==> src/rtl/sys_cmd_sequencer_if.sv <==
`default_nettype none
// ============================================================================
// Module : sys_cmd_sequencer_if
// Brief  : UART-RX / RegFile / ALU / TX-FIFO signal bundle of the command sequencer
// Rev    : 1.0 - initial release
// ============================================================================
interface sys_cmd_sequencer_if #(
    parameter int DATA_WIDTH = 8,
    parameter int ADDR_WIDTH = 4,
    parameter int FUN_WIDTH  = 4
);
    logic [DATA_WIDTH-1:0]   RX_P_DATA;
    logic                    RX_D_VLD;
    logic [DATA_WIDTH-1:0]   RdData;
    logic                    RdData_Valid;
    logic [2*DATA_WIDTH-1:0] ALU_OUT;
    logic                    OUT_VALID;
    logic                    FULL;
    logic [ADDR_WIDTH-1:0]   Address;
    logic                    WrEn;
    logic                    RdEn;
    logic [DATA_WIDTH-1:0]   WrData;
    logic                    ALU_EN;
    logic [FUN_WIDTH-1:0]    ALU_FUN;
    logic                    CLK_EN;
    logic [DATA_WIDTH-1:0]   TX_P_DATA;
    logic                    TX_D_VLD;
    logic                    BUSY;
    logic                    ERR;

    // Sequencer side
    modport master (
        input  RX_P_DATA, RX_D_VLD, RdData, RdData_Valid, ALU_OUT, OUT_VALID, FULL,
        output Address, WrEn, RdEn, WrData, ALU_EN, ALU_FUN, CLK_EN,
               TX_P_DATA, TX_D_VLD, BUSY, ERR
    );

    // Environment side (UART RX, RegFile, ALU, TX FIFO)
    modport slave (
        output RX_P_DATA, RX_D_VLD, RdData, RdData_Valid, ALU_OUT, OUT_VALID, FULL,
        input  Address, WrEn, RdEn, WrData, ALU_EN, ALU_FUN, CLK_EN,
               TX_P_DATA, TX_D_VLD, BUSY, ERR
    );
endinterface
`default_nettype wire

==> src/rtl/sys_cmd_sequencer.sv <==
`default_nettype none
// ============================================================================
// Module : sys_cmd_sequencer
// Brief  : Decodes framed UART command bytes, sequences RegFile/ALU, pushes results to TX FIFO
// Rev    : 1.0 - initial release
// ============================================================================
module sys_cmd_sequencer #(
    parameter int DATA_WIDTH = 8,
    parameter int ADDR_WIDTH = 4,
    parameter int FUN_WIDTH  = 4,
    parameter int TIMEOUT    = 16
) (
    input  logic                REF_CLK,
    input  logic                RST,
    sys_cmd_sequencer_if.master bus
);

    localparam int c_CNT_W = (TIMEOUT > 1) ? $clog2(TIMEOUT) : 1;
    localparam logic [c_CNT_W-1:0]    c_CNT_LAST = c_CNT_W'(TIMEOUT - 1);
    localparam logic [DATA_WIDTH-1:0] c_CMD_WR   = DATA_WIDTH'(8'hAA);
    localparam logic [DATA_WIDTH-1:0] c_CMD_RD   = DATA_WIDTH'(8'hBB);
    localparam logic [DATA_WIDTH-1:0] c_CMD_ALU  = DATA_WIDTH'(8'hCC);
    localparam logic [DATA_WIDTH-1:0] c_CMD_ALUN = DATA_WIDTH'(8'hDD);
    localparam logic [ADDR_WIDTH-1:0] c_OPA_ADDR = ADDR_WIDTH'(0);
    localparam logic [ADDR_WIDTH-1:0] c_OPB_ADDR = ADDR_WIDTH'(1);

    typedef enum logic [3:0] {
        S_IDLE     = 4'd0,
        S_WR_ADDR  = 4'd1,
        S_WR_DATA  = 4'd2,
        S_RD_ADDR  = 4'd3,
        S_RD_WAIT  = 4'd4,
        S_OPA      = 4'd5,
        S_OPB      = 4'd6,
        S_FUN      = 4'd7,
        S_ALU_WAIT = 4'd8,
        S_SEND_RD  = 4'd9,
        S_SEND_LO  = 4'd10,
        S_SEND_HI  = 4'd11
    } state_t;

    state_t                  r_state;
    logic [c_CNT_W-1:0]      r_cnt;
    logic [2*DATA_WIDTH-1:0] r_alu_res;
    logic [ADDR_WIDTH-1:0]   r_address;
    logic                    r_wren;
    logic                    r_rden;
    logic [DATA_WIDTH-1:0]   r_wrdata;
    logic                    r_alu_en;
    logic [FUN_WIDTH-1:0]    r_alu_fun;
    logic                    r_clk_en;
    logic [DATA_WIDTH-1:0]   r_tx_data;
    logic                    r_tx_vld;
    logic                    r_busy;
    logic                    r_err;

    wire logic               w_rx_vld  = bus.RX_D_VLD;
    wire logic [DATA_WIDTH-1:0] w_rx_byte = bus.RX_P_DATA;
    wire logic               w_expired = (r_cnt == c_CNT_LAST);

    always_ff @(posedge REF_CLK or posedge RST) begin
        if (RST) begin
            r_state   <= S_IDLE;
            r_cnt     <= '0;
            r_alu_res <= '0;
            r_address <= '0;
            r_wren    <= 1'b0;
            r_rden    <= 1'b0;
            r_wrdata  <= '0;
            r_alu_en  <= 1'b0;
            r_alu_fun <= '0;
            r_clk_en  <= 1'b0;
            r_tx_data <= '0;
            r_tx_vld  <= 1'b0;
            r_busy    <= 1'b0;
            r_err     <= 1'b0;
        end else begin
            // Single-cycle strobes default low every cycle
            r_wren   <= 1'b0;
            r_rden   <= 1'b0;
            r_alu_en <= 1'b0;
            r_tx_vld <= 1'b0;
            r_err    <= 1'b0;

            case (r_state)
                S_IDLE: begin
                    if (w_rx_vld) begin
                        case (w_rx_byte)
                            c_CMD_WR:   begin r_state <= S_WR_ADDR; r_busy <= 1'b1; end
                            c_CMD_RD:   begin r_state <= S_RD_ADDR; r_busy <= 1'b1; end
                            c_CMD_ALU:  begin r_state <= S_OPA;     r_busy <= 1'b1; end
                            c_CMD_ALUN: begin r_state <= S_FUN;     r_busy <= 1'b1; end
                            default:    r_state <= S_IDLE;
                        endcase
                    end
                end

                S_WR_ADDR: begin
                    if (w_rx_vld) begin
                        r_address <= w_rx_byte[ADDR_WIDTH-1:0];
                        r_state   <= S_WR_DATA;
                    end
                end

                S_WR_DATA: begin
                    if (w_rx_vld) begin
                        r_wren   <= 1'b1;
                        r_wrdata <= w_rx_byte;
                        r_state  <= S_IDLE;
                        r_busy   <= 1'b0;
                    end
                end

                S_RD_ADDR: begin
                    if (w_rx_vld) begin
                        r_rden    <= 1'b1;
                        r_address <= w_rx_byte[ADDR_WIDTH-1:0];
                        r_cnt     <= '0;
                        r_state   <= S_RD_WAIT;
                    end
                end

                // A strobe in the expiry cycle wins over the timeout
                S_RD_WAIT: begin
                    if (bus.RdData_Valid) begin
                        r_tx_data <= bus.RdData;
                        r_state   <= S_SEND_RD;
                    end else if (w_expired) begin
                        r_err   <= 1'b1;
                        r_state <= S_IDLE;
                        r_busy  <= 1'b0;
                    end else begin
                        r_cnt <= r_cnt + 1'b1;
                    end
                end

                S_OPA: begin
                    if (w_rx_vld) begin
                        r_wren    <= 1'b1;
                        r_address <= c_OPA_ADDR;
                        r_wrdata  <= w_rx_byte;
                        r_state   <= S_OPB;
                    end
                end

                S_OPB: begin
                    if (w_rx_vld) begin
                        r_wren    <= 1'b1;
                        r_address <= c_OPB_ADDR;
                        r_wrdata  <= w_rx_byte;
                        r_state   <= S_FUN;
                    end
                end

                S_FUN: begin
                    if (w_rx_vld) begin
                        r_alu_fun <= w_rx_byte[FUN_WIDTH-1:0];
                        r_alu_en  <= 1'b1;
                        r_clk_en  <= 1'b1;
                        r_cnt     <= '0;
                        r_state   <= S_ALU_WAIT;
                    end
                end

                S_ALU_WAIT: begin
                    if (bus.OUT_VALID) begin
                        r_alu_res <= bus.ALU_OUT;
                        r_tx_data <= bus.ALU_OUT[DATA_WIDTH-1:0];
                        r_clk_en  <= 1'b0;
                        r_state   <= S_SEND_LO;
                    end else if (w_expired) begin
                        r_err    <= 1'b1;
                        r_clk_en <= 1'b0;
                        r_state  <= S_IDLE;
                        r_busy   <= 1'b0;
                    end else begin
                        r_cnt <= r_cnt + 1'b1;
                    end
                end

                // TX_P_DATA already holds the read byte from the RD_WAIT exit
                S_SEND_RD: begin
                    if (!bus.FULL) begin
                        r_tx_vld <= 1'b1;
                        r_state  <= S_IDLE;
                        r_busy   <= 1'b0;
                    end
                end

                S_SEND_LO: begin
                    r_tx_data <= r_alu_res[DATA_WIDTH-1:0];
                    if (!bus.FULL) begin
                        r_tx_vld <= 1'b1;
                        r_state  <= S_SEND_HI;
                    end
                end

                S_SEND_HI: begin
                    r_tx_data <= r_alu_res[2*DATA_WIDTH-1:DATA_WIDTH];
                    if (!bus.FULL) begin
                        r_tx_vld <= 1'b1;
                        r_state  <= S_IDLE;
                        r_busy   <= 1'b0;
                    end
                end

                default: begin
                    r_clk_en <= 1'b0;
                    r_state  <= S_IDLE;
                    r_busy   <= 1'b0;
                end
            endcase
        end
    end

    assign bus.Address   = r_address;
    assign bus.WrEn      = r_wren;
    assign bus.RdEn      = r_rden;
    assign bus.WrData    = r_wrdata;
    assign bus.ALU_EN    = r_alu_en;
    assign bus.ALU_FUN   = r_alu_fun;
    assign bus.CLK_EN    = r_clk_en;
    assign bus.TX_P_DATA = r_tx_data;
    assign bus.TX_D_VLD  = r_tx_vld;
    assign bus.BUSY      = r_busy;
    assign bus.ERR       = r_err;

endmodule
`default_nettype wire

==> src/flat_wrapper.sv <==
// flat-port wrapper written by rule: the top's interface ports become plain ports
module sys_cmd_sequencer_flat 
#(
    parameter int DATA_WIDTH = 8,
    parameter int ADDR_WIDTH = 4,
    parameter int FUN_WIDTH  = 4,
    parameter int TIMEOUT    = 16
)
  (REF_CLK, RST, bus_RX_P_DATA, bus_RX_D_VLD, bus_RdData, bus_RdData_Valid, bus_ALU_OUT, bus_OUT_VALID, bus_FULL, bus_Address, bus_WrEn, bus_RdEn, bus_WrData, bus_ALU_EN, bus_ALU_FUN, bus_CLK_EN, bus_TX_P_DATA, bus_TX_D_VLD, bus_BUSY, bus_ERR);
  sys_cmd_sequencer_if #(.DATA_WIDTH(DATA_WIDTH), .ADDR_WIDTH(ADDR_WIDTH), .FUN_WIDTH(FUN_WIDTH)) bus_i ();
  input  logic REF_CLK;
  input  logic RST;
  input wire logic [$bits(bus_i.RX_P_DATA)-1:0] bus_RX_P_DATA;
  input wire logic [$bits(bus_i.RX_D_VLD)-1:0] bus_RX_D_VLD;
  input wire logic [$bits(bus_i.RdData)-1:0] bus_RdData;
  input wire logic [$bits(bus_i.RdData_Valid)-1:0] bus_RdData_Valid;
  input wire logic [$bits(bus_i.ALU_OUT)-1:0] bus_ALU_OUT;
  input wire logic [$bits(bus_i.OUT_VALID)-1:0] bus_OUT_VALID;
  input wire logic [$bits(bus_i.FULL)-1:0] bus_FULL;
  output wire logic [$bits(bus_i.Address)-1:0] bus_Address;
  output wire logic [$bits(bus_i.WrEn)-1:0] bus_WrEn;
  output wire logic [$bits(bus_i.RdEn)-1:0] bus_RdEn;
  output wire logic [$bits(bus_i.WrData)-1:0] bus_WrData;
  output wire logic [$bits(bus_i.ALU_EN)-1:0] bus_ALU_EN;
  output wire logic [$bits(bus_i.ALU_FUN)-1:0] bus_ALU_FUN;
  output wire logic [$bits(bus_i.CLK_EN)-1:0] bus_CLK_EN;
  output wire logic [$bits(bus_i.TX_P_DATA)-1:0] bus_TX_P_DATA;
  output wire logic [$bits(bus_i.TX_D_VLD)-1:0] bus_TX_D_VLD;
  output wire logic [$bits(bus_i.BUSY)-1:0] bus_BUSY;
  output wire logic [$bits(bus_i.ERR)-1:0] bus_ERR;
  assign bus_i.RX_P_DATA = bus_RX_P_DATA;
  assign bus_i.RX_D_VLD = bus_RX_D_VLD;
  assign bus_i.RdData = bus_RdData;
  assign bus_i.RdData_Valid = bus_RdData_Valid;
  assign bus_i.ALU_OUT = bus_ALU_OUT;
  assign bus_i.OUT_VALID = bus_OUT_VALID;
  assign bus_i.FULL = bus_FULL;
  assign bus_Address = bus_i.Address;
  assign bus_WrEn = bus_i.WrEn;
  assign bus_RdEn = bus_i.RdEn;
  assign bus_WrData = bus_i.WrData;
  assign bus_ALU_EN = bus_i.ALU_EN;
  assign bus_ALU_FUN = bus_i.ALU_FUN;
  assign bus_CLK_EN = bus_i.CLK_EN;
  assign bus_TX_P_DATA = bus_i.TX_P_DATA;
  assign bus_TX_D_VLD = bus_i.TX_D_VLD;
  assign bus_BUSY = bus_i.BUSY;
  assign bus_ERR = bus_i.ERR;
  sys_cmd_sequencer #(.DATA_WIDTH(DATA_WIDTH), .ADDR_WIDTH(ADDR_WIDTH), .FUN_WIDTH(FUN_WIDTH), .TIMEOUT(TIMEOUT)) u_core (.REF_CLK(REF_CLK), .RST(RST), .bus(bus_i));
endmodule
==> config.mk <==
export PLATFORM = sky130hd
export DESIGN_NAME = sys_cmd_sequencer_flat
export DESIGN_NICKNAME = d
export VERILOG_FILES = /design/src/rtl/sys_cmd_sequencer_if.sv /design/src/rtl/sys_cmd_sequencer.sv /design/src/flat_wrapper.sv
export SDC_FILE = /design/constraint.sdc
export NUM_CORES = 1
export LEC_CHECK = 0
export ABC_AREA = 0
export CAP_MARGIN = 20
export CELL_PAD_IN_SITES_DETAIL_PLACEMENT = 0
export CELL_PAD_IN_SITES_GLOBAL_PLACEMENT = 1
export CORE_UTILIZATION = 53
export CTS_BUF_LIST = sky130_fd_sc_hd__clkbuf_16
export CTS_CLUSTER_DIAMETER = 80
export DETAILED_ROUTE_END_ITERATION = 7
export DONT_BUFFER_PORTS = 1
export MAX_ROUTING_LAYER = met4
export PLACE_DENSITY = 0.88
export SLEW_MARGIN = 20
export SYNTH_ARGS = -nofsm -noshare
export SYNTH_HDL_FRONTEND = slang
export SYNTH_SLANG_ARGS = --single-unit
export TNS_END_PERCENT = 5
==> constraint.sdc <==
create_clock -name REF_CLK -period 4.2 [get_ports REF_CLK]
set_clock_uncertainty 0.2 [all_clocks]
set_input_delay 0.84 -clock REF_CLK [delete_from_list [all_inputs] [get_ports REF_CLK]]
set_output_delay 0.84 -clock REF_CLK [all_outputs]
set_load 0.02 [all_outputs]
==> results.py, run 1 <==
metrics = {
    "sta": {
        "setup_viol": 0,
        "rsz0062_at_grt": "no",
        "finalSetupTns_ns": 0,
        "max_freq_ghz": 0.391,
        "final_max_slew_viol_count": 0,
        "period_needed_ns": 2.56,
        "final_hold_viol_count": 0,
        "max-slew-margin-rel": 0.314,
        "period_share": 0.609,
        "tightestPinTransition_ns": 1.03,
        "setup_slack_ns": 1.64,
    },
    "logic_synthesis": {
        "syn_nets": 279,
        "synth_area_leaders": "dfrtp_1 48%, mux2_2 19%, o22ai_1 2.8%",
        "yosysTopAreaCell": "dfrtp_1",
        "synth_top_area_share": 0.482,
        "synth_area_mm2": 0.00286,
        "yosysWarnings": 0,
        "synthDistinctLibCells": 53,
        "synthFlopType": "dfrtp_1",
        "seq_area_frac_synth": 0.482,
        "synth_seq_cells": 55,
        "syn_area_per_cell_um2": 11.9,
        "synth_edf_count": 0,
        "ys_async_sr_fraction": 1.00,
        "synthCells": 240,
    },
    "global_routing": {
        "grt_max_degree": 45,
        "use_met2": 0.364,
        "grt_use_total": 0.237,
        "gr-total-overflow": 0,
        "grt_pass1_wl_um": 9640,
        "antenna_found_initial": 0,
        "grt_busiest_layer": "met2",
        "grt_pass1_vias": 1974,
        "use_met3": 0.0648,
        "grt_util_met1": 0.304,
    },
    "final_layout": {
        "stdcell_area_mm2": 0.00299,
        "area_growth_pct": 4.86,
        "fin_util": 0.583,
        "n_fill_cell": 476,
        "antenna_cells": 0,
        "drive_above_1_share": 0.278,
        "fin_nets": 274,
    },
    "placement": {
        "pre_cts_ws_ns": 1.68,
        "placed_area_mm2": 0.00287,
        "numPortBuffers": 0,
        "place_congestion": 0.820,
        "dp_hpwl_um": 4130,
    },
    "routing": {
        "drt_first_pass_iters": 4,
        "wire_per_inst_um": 19.3,
        "drt-initial-drc-count": 213,
        "vias_per_cell": 6.29,
        "drc": 0,
        "routed_wl_um": 5860,
        "ant_nets": 0,
        "dr_total_vias": 1912,
    },
    "worst_setup_path": {
        "worstSetupEndpointType": "register",
        "required_ns": 4.17,
        "start_kind": "register",
        "rrSetupSlack_ns": 1.64,
        "cp_max_fo": 32,
        "crit_arrival_ns": 2.53,
        "criticalPathCategory": "register to register",
    },
    "floorplan": {
        "die-area_mm2": 0.00568,
        "core_area_mm2": 0.00514,
        "start_util": 0.556,
        "die_y_um": 75.4,
        "rows": 26,
        "die_x_um": 75.4,
        "io_pins": 69,
    },
    "clock_tree": {
        "cts_buffer_depth": 2,
        "htreeDepth": 2,
        "cts_post_setup_buffers_inserted": 0,
        "clk_latency_ns": 0.28,
        "ctsHoldBuffers": 0,
        "cts_root_buf": "clkbuf_16",
        "cts_resized": 0,
        "clock_sinks": 55,
        "cts_buffers": 5,
        "cts_tree": "done",
        "clkTransAtPathRegs_ns": 0.06,
    },
    "pwr": {
        "p_leak_nw": 1.25,
        "power_density_mw_per_mm2": 766,
        "max-vdd-ir-drop_mv": 0.406,
    },
    "run_status": {
        "status": "finished, final reports clean",
    },
    "hold_path": {
        "hold_class": "register to register",
    },
    "flow_run": {
        "maxCapViolCount": 0,
    },
}
critical path, cell delays in order (launching register included):
cell     delay, ns
dfrtp_1       1.02
nor2b_1       0.33
a21oi_1       0.10
nor3b_1       0.21
buf_4         0.22
mux2_2        0.35
registers in the layout (all words and copies together), names as in the netlist, 4 cells and up:
signal / count
u_core.r_alu_res: 16
u_core.bus.TX_P_DATA: 8
u_core.r_cnt: 4
u_core.bus.ALU_FUN: 4
u_core.r_state: 4
u_core.bus.WrData: 8
u_core.bus.Address: 4
cell families (layout without fill, tap and decap cells):
group | count (synthesis) | in the layout | synth area share
AOI/OAI and AO/OA | 61 | 61 | 0.156
xor gates and xnor gates | 4 | 4 | 0.0123
adders and majority gates | 1 | 1 | 0.00438
buffers and inverters | 20 | 14 | 0.0416
DFF | 55 | 55 | 0.482
muxes | 49 | 49 | 0.193
and+or+nand+nor | 50 | 50 | 0.111
layout by cell type, fill, tap and decap left out, types with 2 or more instances in the layout:
cell	instances
o211ai_1	2
a21oi_1	9
and3b_1	2
a2bb2oi_1	9
nor2_1	5
nor2_2	2
xnor2_1	2
nor3_1	3
o31ai_1	2
xor2_1	2
nand2b_1	3
dfrtp_1	55
a22oi_1	2
o21ai_0	6
o21a_1	2
buf_4	3
a31oi_1	2
nor4_1	2
nand2_1	8
mux2_2	48
nor2b_1	7
clkbuf_16	5
a22o_1	2
nand3_1	6
nor4bb_1	2
inv_1	5
o22ai_1	13
area by class of cell:
class,instances,area [um2],share of cell area
multi-input combinational,165,1360,0.454
sequential,55,1380,0.460
clock buffer,5,125,0.0418
timing repair buffer,3,22.5,0.00752
inverter,5,18.8,0.00627
clock inverter,1,3.75,0.00125
tap,70,87.6,0.0293
cell usage after synthesis, types with 2 or more instances:
library cell  count
inv_1             5
a22oi_1           2
o211ai_1          2
nand2b_1          3
a2bb2oi_1         9
a21oi_1           9
nor2_2            2
a31oi_1           2
o21ai_0           6
buf_6             3
o22ai_1          13
o21a_1            2
buf_4             3
nand2_1           8
and3b_1           2
o31ai_1           2
nand3_1           6
mux2_2           48
nor4bb_1          2
nor3_1            3
xor2_1            2
xnor2_1           2
a22o_1            2
nor2b_1           7
nor4_1            2
buf_2             8
dfrtp_1          55
nor2_1            5
metal layers:
metal  vias up  wire length (um)
li1        891                 -
met1       945              2510
met2        68              2840
met3         8               417
met4         0                97
met5         -                 0
final timing paths:
kind                                                 start                          endpoint  depth (start not counted)
setup / recovery             u_core.r_state[0]$_DFFE_PP0P_  u_core.bus.WrData[1]$_DFFE_PP0P_                          5
hold / removal             u_core.r_alu_res[6]$_DFFE_PP0P_   u_core.r_alu_res[6]$_DFFE_PP0P_                          1
setup reg to reg             u_core.r_state[0]$_DFFE_PP0P_  u_core.bus.WrData[1]$_DFFE_PP0P_                          5
hold reg to reg            u_core.r_alu_res[6]$_DFFE_PP0P_   u_core.r_alu_res[6]$_DFFE_PP0P_                          1
max in group asynchronous                              RST  u_core.r_alu_res[15]$_DFFE_PP0P_                          2
min in group asynchronous                              RST  u_core.bus.WrData[1]$_DFFE_PP0P_                          1
report_power, final:
group          switching [mW]  internal (mW)  leakage (nW)
Clock                   0.172          0.212        0.0669
Sequential              0.348          0.749         0.680
Combinational           0.367          0.444         0.503
Total                   0.886           1.41          1.25
stage by stage:
| stage | power [mW] | hold slack, ns | instances |
|---|---|---|---|
| 2_1_floorplan | 1.78 | 0.275 | 240 |
| 3_3_place_gp | 1.88 | 0.284 | 298 |
| 3_5_place_dp | 1.92 | 0.294 | 298 |
| 4_1_cts | 2.31 | 0.308 | 304 |
| 5_1_grt | 2.44 | 0.326 | 304 |
| 6_report | 2.29 | 0.303 | 304 |
(Power assumes the default switching activity.)
==> run 2, diff against run 1 <==
--- a/config.mk
+++ b/config.mk
@@ -9,13 +9,13 @@
 export CAP_MARGIN = 20
 export CELL_PAD_IN_SITES_DETAIL_PLACEMENT = 0
 export CELL_PAD_IN_SITES_GLOBAL_PLACEMENT = 1
-export CORE_UTILIZATION = 53
+export CORE_UTILIZATION = 49
 export CTS_BUF_LIST = sky130_fd_sc_hd__clkbuf_16
 export CTS_CLUSTER_DIAMETER = 80
 export DETAILED_ROUTE_END_ITERATION = 7
 export DONT_BUFFER_PORTS = 1
 export MAX_ROUTING_LAYER = met4
-export PLACE_DENSITY = 0.88
+export PLACE_DENSITY = 0.82
 export SLEW_MARGIN = 20
 export SYNTH_ARGS = -nofsm -noshare
 export SYNTH_HDL_FRONTEND = slang
==> constraint.sdc (replaced) <==
create_clock -name REF_CLK -period 2.41 [get_ports REF_CLK]
set_clock_uncertainty 0.2 [all_clocks]
set_input_delay 0.482 -clock REF_CLK [delete_from_list [all_inputs] [get_ports REF_CLK]]
set_output_delay 0.482 -clock REF_CLK [all_outputs]
set_load 0.02 [all_outputs]
==> run 2 against run 1 <==
Compared with the run above:
- final cell count grew 4.6%
- clock-buffer cell count is the same
- utilization shrank 2.6 points
- flip-flop and latch count is the same
- register-to-register slack lost 1.3 ns
- die area grew 8.0%
- routed wire length grew 2.8%
- final area grew 3.6%
- hold slack lost 0.24 ns
==> results.py, run 2 (synthesis gave the netlist of run 1 again) <==
metrics = {
    "clock_tree": {
        "cts_resized": 0,
        "cts_post_setup_buffers_inserted": 0,
        "clkTransAtPathRegs_ns": 0.07,
        "htreeDepth": 2,
        "cts_root_buf": "clkbuf_16",
        "clock_sinks": 55,
        "clk_latency_ns": 0.29,
        "cts_buffers": 5,
        "cts_tree": "done",
        "cts_buffer_depth": 2,
    },
    "worst_setup_path": {
        "required_ns": 2.38,
        "crit_arrival_ns": 2.05,
        "criticalPathCategory": "register to register",
        "cp_max_fo": 14,
        "worstSetupEndpointType": "register",
        "start_kind": "register",
    },
    "floorplan": {
        "core_area_mm2": 0.00557,
        "die_y_um": 78.3,
        "start_util": 0.512,
        "die-area_mm2": 0.00614,
        "io_pins": 69,
        "die_x_um": 78.3,
        "rows": 27,
    },
    "final_layout": {
        "layout.cells.non_filler": 318,
        "fin_util": 0.557,
        "area_growth_pct": 8.68,
        "fin_nets": 285,
        "antenna_cells": 0,
        "largest_reg_flops": 16,
        "drive_above_1_share": 0.309,
        "layout_common_cells": "55 x dfrtp_1, 48 x mux2_2, 13 x o22ai_1",
        "layout_commonest_cell": "dfrtp_1",
        "top_register": "u_core.r_alu_res",
    },
    "sta": {
        "period_needed_ns": 2.07,
        "tightestPinTransition_ns": 0.607,
        "max_freq_ghz": 0.482,
        "final_max_slew_viol_count": 0,
        "setup_viol": 0,
        "final_hold_viol_count": 0,
        "rsz0062_at_grt": "no",
        "max-slew-margin-rel": 0.595,
        "setup_slack_ns": 0.337,
        "finalSetupTns_ns": 0,
        "period_share": 0.860,
    },
    "global_routing": {
        "grt_use_total": 0.214,
        "grt_pass1_vias": 1931,
        "grt_max_degree": 29,
        "grt_pass1_wl_um": 9740,
        "antenna_found_initial": 0,
        "gr-total-overflow": 0,
    },
    "routing": {
        "drt_first_pass_iters": 4,
        "drc": 0,
        "ant_nets": 0,
        "vias_per_cell": 6.17,
        "drt-initial-drc-count": 219,
        "wire_per_inst_um": 18.9,
        "dr_total_vias": 1961,
        "routed_wl_um": 6020,
    },
    "placement": {
        "dp.cells": 310,
        "place_congestion": 0.798,
        "dp_hpwl_um": 4440,
        "pre_cts_ws_ns": 0.379,
        "numPortBuffers": 0,
    },
    "hold_path": {
        "hold_class": "input pin to register",
    },
    "run_status": {
        "status": "finished, final reports clean",
    },
    "pwr": {
        "p_leak_nw": 1.31,
        "max-vdd-ir-drop_mv": 0.676,
        "total_power_mw": 4.12,
        "power_density_mw_per_mm2": 1330,
    },
    "flow_run": {
        "maxCapViolCount": 0,
    },
}
[run 2: worst paths after layout]
| path | start | end | slack, ns | cells after the start |
|---|---|---|---|---|
| worst max-delay path | u_core.r_state[0]$_DFFE_PP0P_ | u_core.bus.WrData[2]$_DFFE_PP0P_ | 0.34 | 6 |
| worst min-delay path | bus_FULL | u_core.bus.TX_D_VLD$_DFF_PP0_ | 0.07 | 1 |
| worst max register to register | u_core.r_state[0]$_DFFE_PP0P_ | u_core.bus.WrData[2]$_DFFE_PP0P_ | 0.34 | 6 |
| worst min register to register | u_core.r_alu_res[4]$_DFFE_PP0P_ | u_core.r_alu_res[4]$_DFFE_PP0P_ | 0.31 | 1 |
| max in group asynchronous | RST | u_core.bus.ERR$_DFF_PP0_ | 0.92 | 3 |
| min in group asynchronous | RST | u_core.bus.TX_P_DATA[4]$_DFFE_PP0P_ | 0.52 | 2 |
[run 2: per-stage QoR]
| step | cell area (um2) | hold slack (ns) |
|---|---|---|
| 3_3_place_gp | 2960 | 0.270 |
| 5_1_grt | 3100 | 0.0564 |
| 2_1_floorplan | 2860 | 0.275 |
| 6_report | 3100 | 0.0675 |
| 4_1_cts | 3100 | 0.0584 |
| 3_5_place_dp | 2960 | 0.271 |
[run 2: critical path, cell delays in order (launching register included)]
cell,delay (ns)
dfrtp_1,0.49
buf_4,0.24
nor2b_1,0.21
a21oi_1,0.06
nor3b_1,0.20
buf_4,0.21
mux2_2,0.34
[run 2: area by class of cell]
cell class / instances / area (um2)
fillers: 480 / 2470
flip-flops and latches: 55 / 1380
multi-input cells: 165 / 1360
clock buffers: 5 / 125
repair buffers: 14 / 120
well taps: 72 / 90.1
inverters: 5 / 18.8
clock inverters: 2 / 12.5
[run 2: layer usage]
metal / global-route usage / up-vias / routed length, um
li1: - / 912 / -
met5: - / - / 0
met4: 0.0556 / 0 / 65
met2: 0.311 / 76 / 2720
met1: 0.299 / 965 / 2730
met3: 0.0558 / 8 / 502
[run 2: what timing repair did]
action                                  in CTS  in global routing
hold buffers                                 1                  0
endpoints found under the hold margin       27                  0
endpoints found under the setup margin       0                  0
[run 2: where the power goes]
part / switching [mW] / internal [mW]
Clock: 0.309 / 0.380
Sequential: 0.529 / 1.31
Combinational: 0.742 / 0.854
==> run 3, diff against run 2 <==
--- a/config.mk
+++ b/config.mk
@@ -14,7 +14,7 @@
 export CTS_CLUSTER_DIAMETER = 80
 export DETAILED_ROUTE_END_ITERATION = 7
 export DONT_BUFFER_PORTS = 1
-export MAX_ROUTING_LAYER = met4
+export HOLD_SLACK_MARGIN = 0.03
 export PLACE_DENSITY = 0.82
 export SLEW_MARGIN = 20
 export SYNTH_ARGS = -nofsm -noshare
==> run 3 against run 2 <==
Compared with the run above:
- fmax up 0.32%
- hold slack gained 0.0032 ns
- final area did not move
- utilization unchanged
- non-clock buffer count stayed put
- critical path type unchanged
- register-to-register slack hardly changed
- die area is the same
- critical path depth unchanged
==> results.py, run 3 (synthesis gave the netlist of run 1 again) <==
metrics = {
    "run_status": {
        "status": "finished, final reports clean",
    },
    "pwr": {
        "power_density_mw_per_mm2": 1330,
        "p_leak_nw": 1.31,
        "max-vdd-ir-drop_mv": 0.671,
    },
    "clock_tree": {
        "cts_tree": "done",
        "cts_root_buf": "clkbuf_16",
        "htreeDepth": 2,
        "clkTransAtPathRegs_ns": 0.07,
        "clock_sinks": 55,
        "cts_buffer_depth": 2,
        "cts_buffers": 5,
        "cts_post_setup_buffers_inserted": 0,
        "cts_resized": 0,
        "clk_latency_ns": 0.29,
    },
    "sta": {
        "final_hold_viol_count": 0,
        "setup_slack_ns": 0.344,
        "setup_viol": 0,
        "period_share": 0.857,
        "rsz0062_at_grt": "no",
        "period_needed_ns": 2.07,
        "final_max_slew_viol_count": 0,
        "max_freq_ghz": 0.484,
        "max-slew-margin-rel": 0.600,
        "finalSetupTns_ns": 0,
        "tightestPinTransition_ns": 0.600,
    },
    "worst_setup_path": {
        "worstSetupPathDepth": 6,
        "criticalPathCategory": "register to register",
        "crit_arrival_ns": 2.04,
        "crit_start": "u_core.r_state[0]$_DFFE_PP0P_",
        "required_ns": 2.38,
        "r2r_end": "u_core.bus.WrData[2]$_DFFE_PP0P_",
        "reg2regPathDepth": 6,
        "cpMostUsedCell": "buf_4",
        "critPathSlowestCell": "dfrtp_1",
        "cp_max_fo": 14,
        "worstSetupEndpointType": "register",
        "max_stage_delay_ns": 0.49,
        "crit_chain": "buf_4, nor2b_1, a21oi_1, nor3b_1, buf_4, mux2_2",
        "worst-path-buf-inv": 2,
        "reg2reg_from": "u_core.r_state[0]$_DFFE_PP0P_",
        "crit_family": "flip-flops",
        "start_kind": "register",
        "endpoint": "u_core.bus.WrData[2]$_DFFE_PP0P_",
        "rrSetupSlack_ns": 0.34,
    },
    "placement": {
        "pre_cts_ws_ns": 0.379,
        "dp_hpwl_um": 4440,
        "place_congestion": 0.787,
        "numPortBuffers": 0,
    },
    "global_routing": {
        "antenna_found_initial": 0,
        "grt_pass1_wl_um": 9720,
        "grt_max_degree": 29,
        "grt_pass1_vias": 1928,
        "grt_use_total": 0.208,
        "gr-total-overflow": 0,
    },
    "floorplan": {
        "die-area_mm2": 0.00614,
        "io_pins": 69,
        "rows": 27,
        "die_x_um": 78.3,
        "core_area_mm2": 0.00557,
        "die_y_um": 78.3,
        "start_util": 0.512,
    },
    "final_layout": {
        "n_fill_cell": 480,
        "register_area_mm2": 0.00138,
        "layout_common_cells": "55 x dfrtp_1, 48 x mux2_2, 13 x o22ai_1",
        "antenna_cells": 0,
        "layout_commonest_cell": "dfrtp_1",
        "drive_above_1_share": 0.309,
        "top_register": "u_core.r_alu_res",
        "fin_nets": 285,
        "largest_reg_flops": 16,
        "area_growth_pct": 8.68,
        "multi_input_area_mm2": 0.00136,
    },
    "routing": {
        "drt-initial-drc-count": 240,
        "ant_nets": 0,
        "vias_per_cell": 6.11,
        "drt_first_pass_iters": 5,
        "wire_per_inst_um": 18.7,
        "routed_wl_um": 5950,
        "dr_total_vias": 1942,
        "drc": 0,
    },
    "hold_path": {
        "hold_class": "input pin to register",
    },
    "flow_run": {
        "maxCapViolCount": 0,
    },
}
run 3: final cells by class:
type / instances / area share
clock inverter: 2 / 0.00403
inverter: 5 / 0.00605
sequential: 55 / 0.444
clock buffer: 5 / 0.0403
multi-input combinational: 165 / 0.438
tap: 72 / 0.0290
timing repair buffer: 14 / 0.0387
run 3: how the worst min path moves through the flow:
stage | start | slack (ns) | cells past startpoint | to
global route | bus_FULL | 0.06 | 1 | u_core.bus.TX_D_VLD$_DFF_PP0_
CTS | bus_FULL | 0.06 | 1 | u_core.bus.TX_D_VLD$_DFF_PP0_
global placement | RST | 0.27 | 1 | u_core.bus.TX_P_DATA[5]$_DFFE_PP0P_
detailed placement | RST | 0.27 | 1 | u_core.bus.TX_P_DATA[6]$_DFFE_PP0P_
floorplan | u_core.r_alu_res[0]$_DFFE_PP0P_ | 0.27 | 1 | u_core.r_alu_res[0]$_DFFE_PP0P_
finish | bus_FULL | 0.07 | 1 | u_core.bus.TX_D_VLD$_DFF_PP0_
run 3: where the power goes:
group | leakage, nW | internal, mW | switching, mW
Clock | 0.0677 | 0.380 | 0.305
Combinational | 0.563 | 0.854 | 0.740
Sequential | 0.680 | 1.31 | 0.529
Total | 1.31 | 2.54 | 1.57
run 3: per-layer routing:
metal  part of all wire  track usage
met1               0.45        0.292
met2               0.46        0.311
met3              0.088       0.0640
met4             0.0039       0.0556
met5                  0            0
run 3: timing repair:
action / 4_1_cts / 5_1_grt
hold buffers: 1 / 0
endpoints found under the setup margin: 0 / 0
hold endpoints to repair: 27 / 0
run 3: stage by stage:
stage                      util  instance area (um2)  hold slack [ns]  instances  total power, mW
after global routing      0.557                 3100           0.0565        318             4.38
after CTS                 0.557                 3100           0.0584        318             4.15
after detailed placement  0.530                 2960            0.271        310             3.44
after floorplan               -                 2860            0.275        240             3.10
after global placement    0.530                 2960            0.270        310             3.40
final                     0.557                 3100           0.0706        318             4.11
